File: config.mk
export PLATFORM = sky130hd
export DESIGN_NAME = gfx_mat_pair_loader
export DESIGN_NICKNAME = d
export VERILOG_FILES = /design/src/rtl/gfx_mat_pair_loader.sv
export SDC_FILE = /design/constraint.sdc
export NUM_CORES = 2
export LEC_CHECK = 0
export ABC_AREA = 1
export BUFFER_PORTS_ARGS = -buffer_cell sky130_fd_sc_hd__buf_2
export CAP_MARGIN = 10
export CORE_AREA = 4 4 409 411
export DETAILED_ROUTE_END_ITERATION = 12
export DIE_AREA = 0 0 413 415
export GPL_TIMING_DRIVEN = 0
export PLACE_DENSITY = 0.72
export REMOVE_ABC_BUFFERS = 1
export SYNTH_ARGS = -nofsm -noshare
export SYNTH_HDL_FRONTEND = slang
export SYNTH_SLANG_ARGS = --single-unit
File: constraint.sdc
create_clock -name clk -period 2.6 [get_ports clk]
set_input_delay 0.13 -clock clk [delete_from_list [all_inputs] [get_ports clk]]
set_output_delay 0.13 -clock clk [all_outputs]
set_load 0.02 [all_outputs]
File: src/rtl/gfx_mat_pair_loader.sv
// Matrix-pair loader: deserializes 32-bit fp words into a 4x4 (a, b) pair
// and presents it on a valid/ready handshake for the matrix multiplier.
// A double buffer lets the next pair assemble while the current pair waits.
// An optional keep_a mode sends b only and reuses the last assembled a.

package gfx_defs;
  typedef logic [31:0] fp;
  typedef fp   [3:0]   vec4;
  typedef vec4 [3:0]   mat4;
endpackage

module gfx_mat_pair_loader
  import gfx_defs::*;
(
  input  logic        clk,
  input  logic        rst,
  input  logic [31:0] word_data,
  input  logic        word_keep_a,
  input  logic        word_valid,
  output logic        word_ready,
  output mat4         a,
  output mat4         b,
  output logic        out_valid,
  input  logic        out_ready
);

  mat4        asm_a_q, asm_a_d;
  mat4        asm_b_q, asm_b_d;
  logic [4:0] cnt_q, cnt_d;
  mat4        out_a_q, out_a_d;
  mat4        out_b_q, out_b_d;
  logic       out_valid_q, out_valid_d;
  logic       pending_q, pending_d;

  logic word_accept;
  logic last_word;
  logic out_free;

  // Words are taken whenever no completed pair is parked in the assembly buffer.
  assign word_ready  = !pending_q;
  assign word_accept = word_valid && !pending_q;
  assign out_free    = !out_valid_q || out_ready;

  assign a         = out_a_q;
  assign b         = out_b_q;
  assign out_valid = out_valid_q;

  // Assembly: write the accepted word into the a/b buffer slot selected by cnt.
  // cnt 0..15 address a, 16..31 address b; keep_a on word 0 jumps straight into b.
  always_comb begin
    asm_a_d   = asm_a_q;
    asm_b_d   = asm_b_q;
    cnt_d     = cnt_q;
    last_word = 1'b0;
    if (word_accept) begin
      if (cnt_q == 5'd0) begin
        if (word_keep_a) begin
          asm_b_d[0][0] = word_data;
          cnt_d         = 5'd17;
        end else begin
          asm_a_d[0][0] = word_data;
          cnt_d         = 5'd1;
        end
      end else begin
        if (!cnt_q[4]) asm_a_d[cnt_q[3:2]][cnt_q[1:0]] = word_data;
        else           asm_b_d[cnt_q[3:2]][cnt_q[1:0]] = word_data;
        // 31 + 1 wraps to 0, ready for the next transfer's first word.
        cnt_d     = cnt_q + 5'd1;
        last_word = (cnt_q == 5'd31);
      end
    end
  end

  // Output side: load a finished pair (directly, or later from pending) when the
  // output register is free; otherwise park it and stall the word stream.
  always_comb begin
    out_a_d     = out_a_q;
    out_b_d     = out_b_q;
    out_valid_d = out_valid_q;
    pending_d   = pending_q;
    if (last_word && out_free) begin
      // Merged last word comes from the _d path so no extra cycle is needed.
      out_a_d     = asm_a_d;
      out_b_d     = asm_b_d;
      out_valid_d = 1'b1;
    end else if (last_word) begin
      pending_d = 1'b1;
    end else if (pending_q && out_free) begin
      out_a_d     = asm_a_q;
      out_b_d     = asm_b_q;
      out_valid_d = 1'b1;
      pending_d   = 1'b0;
    end else if (out_valid_q && out_ready) begin
      out_valid_d = 1'b0;
    end
  end

  // State registers; synchronous reset drops any partial, pending or presented pair.
  always_ff @(posedge clk) begin
    if (rst) begin
      asm_a_q     <= '0;
      asm_b_q     <= '0;
      cnt_q       <= '0;
      out_a_q     <= '0;
      out_b_q     <= '0;
      out_valid_q <= 1'b0;
      pending_q   <= 1'b0;
    end else begin
      asm_a_q     <= asm_a_d;
      asm_b_q     <= asm_b_d;
      cnt_q       <= cnt_d;
      out_a_q     <= out_a_d;
      out_b_q     <= out_b_d;
      out_valid_q <= out_valid_d;
      pending_q   <= pending_d;
    end
  end

endmodule

# Yosys cells after proc, flatten, opt, wreduce, memory -nomap -nowiden
# Cells that the tools add are included.
# word_totals
wordCells	123
reg_bits	2055
output_inout_bits	1026
# classes
addsub	1
eq_ne	2
n_bitwise	1
mux	32
n_reduce_logical	16
order_cmp	4
# ops
op	count
two-way mux 512 bit	10
bitwise mux 512 bit	2
two-way mux 480 bit	2
demux 128 bit (select 2 bit)	1
two-way mux 32 bit	5
two-way mux 128 bit	1
demux 32 bit (select 2 bit)	1
two-way mux 5 bit	2
two-way mux 1 bit	8
logical AND 1 bit	6
less-than comparator 2 x 3 -> 1 bit, second input constant	2
AND reduction 2 bit	3
adder 5 x 1 -> 5 bit, second input constant	1
== test 5 bit, second input constant	1
logical NOT 5 bit	1
>= comparator 2 x 1 -> 1 bit, second input constant	2
nonzero test 2 bit	2
nonzero test 3 bit	1
logical NOT 1 bit	2
!= test 2 x 1 -> 1 bit, second input constant	1
logical OR 1 bit	1
NOT 1 bit	1

# Logic depth before layout (Yosys ltp)
# logic_depth
word_depth	11
ltp_mapped	13
ltp_nobuf	12

# Least setup slack after synthesis
# No wires, ideal clock.
# synth_path
path_type	register -> register
start	register cnt_q[1]
end	register out_a_q, in the netlist a[239]
arrival_time_ps	2035
stages_incl_launch_ff	13
path_slack_ps	448
n_path_buf	3
required_time_ps	2483
path_cell_list	dfxtp_1 ha_1 inv_2 nor2_2 ha_1 nand4_2 nand2_1 buf_4 buf_2 buf_2 nand2_1 nor2_1 nor2_1
# synth_between
elab_chain_len	11
word_cells_on_any_way	20
# synth_lines
item	line_no	text
from (decl)	29	logic [4:0] cnt_q, cnt_d;
from (signal assigned)	111	cnt_q <= cnt_d;
less-than comparator 2 x 3 -> 1 bit (not written as such) or >= comparator 2 x 1 -> 1 bit (tied branches)	65	if (!cnt_q[4]) asm_a_d[cnt_q[3:2]][cnt_q[1:0]] = word_data;
logical AND 1 bit (not written as such)	65	
two-way mux 32 bit (not written as such)	65	
demux 32 bit (select 2 bit)	65	
two-way mux 128 bit (not written as such)	65	
demux 128 bit (select 2 bit)	65	
bitwise mux 512 bit	65	
two-way mux 512 bit	65	
two-way mux 480 bit	56	if (cnt_q == 5'd0) begin
two-way mux 512 bit	55	if (word_accept) begin
two-way mux 512 bit	81	if (last_word && out_free) begin
to (signal assigned)	112	out_a_q <= out_a_d;
to (decl)	30	mat4 out_a_q, out_a_d;
# Parallel ways exist; a longest one is shown, timed or not.
# A chain may end at the register's enable or synchronous reset.

# Worst setup path after layout
# layout_path
start	register cnt_q[0]
end	register out_a_q, in the netlist a[360]
# Same word-level chain as after synthesis.

==> results.sh <==
export IMPL_status="complete, but fails checks"
export IMPL_violations="setup timing"
export IMPL_drv_cap=0
export IMPL_synthCells=12100
export IMPL_die_x_um=413
export IMPL_reg2regPathDepth=13
export IMPL_relSlewSlack_pct=28.7
export IMPL_ys_ff_latch=2055
export IMPL_end_kind="flop"
export IMPL_p_leak_nw=46.8
export IMPL_cts_sinks=2055
export IMPL_startpoint_type="flop"
export IMPL_ir_drop_v=0.000721
export IMPL_fin_nets=12900
export IMPL_cts_root_buf="clkbuf_16"
export IMPL_cts_path_max_buffers=3
export IMPL_layoutNonFillerInstCount=15200
export IMPL_tightest_slew_ps=1070
export IMPL_dieArea_um2=171000
export IMPL_avgRoutedWirePerCell_um=25.6
export IMPL_cts_reportedPaths_clkPinSlew_ps=60
export IMPL_dp_cells=14600
export IMPL_worst_hold_slack_ps=221
export IMPL_io_buffers=1062
export IMPL_start_util_pct=51.4
export IMPL_post_synth_main_area_contributors="dfxtp_1 49%, nand2_1 12%, o21ai_0 9.7%"
export IMPL_cts_tree="yes"
export IMPL_whs_path_depth=4
export IMPL_place_ws_ps=-3680
export IMPL_path_max_fanout=13
export IMPL_antenna_found_initial=19
export IMPL_synth_flop_cell="dfxtp_1"
export IMPL_syn_to_final_growth_pct=24.3
export IMPL_min_path_type="input port to flop"
export IMPL_path_class="flop to flop"
export IMPL_grt_pass1_wl_um=541000
export IMPL_routed_wl_um=390000
export IMPL_synthDistinctLibCells=32
export IMPL_cts_buffers=207
export IMPL_drt_initial_drc_count=12900
export IMPL_ys_async_sr_fraction_pct=0
export IMPL_drv_slew=0
export IMPL_dr_pass1_iters=8
export IMPL_num_rows=149
export IMPL_syn_avg_cell_area_um2=6.99
export IMPL_max_freq_mhz=382
export IMPL_drive_gt1_share_pct=15.4
export IMPL_tns_ps=-30.1
export IMPL_setup_violations=2
export IMPL_required_ps=3390
export IMPL_htreeDepth=4
export IMPL_worstSkewPairLatency_ps=870
export IMPL_synth_edf_count=0
export IMPL_fin_crit_sh_pct=101
export IMPL_core_area_um2=164000
export IMPL_fin_ws_ps=-20.0
export IMPL_yosysTopAreaCellShare_pct=48.8
export IMPL_io_pins=1063
export IMPL_min_period_ps=2620
export IMPL_die_h_um=415
export IMPL_rsz0062_at_grt="yes"
export IMPL_finClkSkew_ps=38.2
export IMPL_vias_per_cell=6.01
export IMPL_drc_errors=0
export IMPL_syn_area_um2=84300
export IMPL_num_vias=91400
export IMPL_ant_nets=0
export IMPL_hold_violations=0
export IMPL_fill_cells=14000
export IMPL_grt_pass1_vias=83000
export IMPL_ys_warn_count=0
export IMPL_pwr_density_cell_nw_per_um2=622
export IMPL_grt_usage_pct=41.7
export IMPL_crit_arrival_ps=3410
export IMPL_synthMostInstantiatedCell="nand2_1"
export IMPL_place_congestion=0.860
export IMPL_synth_top_area_cell="dfxtp_1"
export IMPL_grt_max_degree=160
export IMPL_grt_ovfl_total=0
export IMPL_yosys_top_cells_count="2644 x nand2_1, 2055 x dfxtp_1, 2008 x nor2_1, 1634 x o21ai_0, 758 x a21oi_1"
export IMPL_dpl_hpwl_um=222000
export IMPL_yosysSeqAreaShare_pct=48.8
sequential cells by signal, indices dropped and copies added, names as in the netlist:
signal and count:
b 512, out_valid 1, pending_q 1, asm_a_q 512, asm_b_q 512, cnt_q 5, a 512
per-layer routing:
metal | vias up | global-route usage (%) | share of wire, %
met1 | 42900 | 50.3 | 35
met2 | 6414 | 60.0 | 41
met3 | 1621 | 14.1 | 14
li1 | 40500 | - | -
met5 | - | 0.283 | 0.028
met4 | 8 | 34.3 | 10
per-stage QoR:
step	area, um^2	util, %	power (mW)
after floorplan	80600	-	33.0
after global placement	88600	54.0	34.1
after detailed placement	92200	56.2	34.3
after CTS	103000	62.7	64.9
after global routing	105000	63.9	66.4
final	105000	63.9	65.2
final cells by class:
cell class,instances,area [um^2],area share [%]
sequential,2055,41200,39.3
multi-input combinational,8346,37600,35.8
timing repair buffer,1472,13300,12.7
clock buffer,301,6000,5.73
inverter,775,3060,2.92
tap,2189,2740,2.61
clock inverter,73,978,0.933
antenna,11,27.5,0.0263
timing repair inverter,1,7.51,0.00716
layout by cell type, fill, tap and decap left out, types with 220 or more instances in the layout:
master	Yosys	routed
a21oi_1	758	750
buf_2	234	1061
clkbuf_16	0	255
dfxtp_1	2055	2048
inv_1	738	709
nand2_1	2644	2623
nand3_1	558	545
nor2_1	2008	1970
nor3_1	221	220
o21ai_0	1634	1562
o21ai_1	239	282
cell families (layout without fill, tap and decap cells):
| kind of cell | count (synthesis) | in the layout | synth area share (%) |
|---|---|---|---|
| buffers and inverters | 1673 | 2622 | 7.88 |
| xor gates and xnor gates | 2 | 2 | 0.0208 |
| AOI/OAI and AO/OA | 2788 | 2788 | 17.0 |
| DFF | 2055 | 2055 | 48.8 |
| adders and majority gates | 5 | 5 | 0.0742 |
| other | 0 | 11 | 0 |
| and+or+nand+nor | 5537 | 5551 | 26.3 |
worst paths after layout:
kind,start,end,slack [ps]
worst max-delay path,cnt_q[0],a[360],-20
worst min-delay path,word_data[22],asm_a_q[86],220
worst max register to register,cnt_q[0],a[360],-20
worst min register to register,asm_a_q[14],a[14],450
critical path, cell delays in order, from the launching register on:
cell and delay (ps):
dfxtp_4 370, ha_4 140, inv_2 40, nor2_4 170, ha_4 210, buf_4 110, buf_4 110, nand3_4 100
buf_4 160, nor2_2 670, nand3_1 150, nand3_1 130, nand2_1 90, inv_1 90
where the power goes:
part,internal (mW),total (mW),switching (mW)
sequential,31.6,31.6,0.0578
clock,17.7,31.2,13.5
combinational,0.466,2.35,1.88
total,49.7,65.2,15.5
repair_timing:
action,4_1_cts,5_1_grt
cloned,61,52
gates resized for setup,220,142
endpoints found under the setup margin,1975,1125
pin swaps,45,20
hold buffers,42,0
hold endpoints to repair,369,0
setup buffers,84,52
Note: power is estimated with default switching activity, not from simulation.
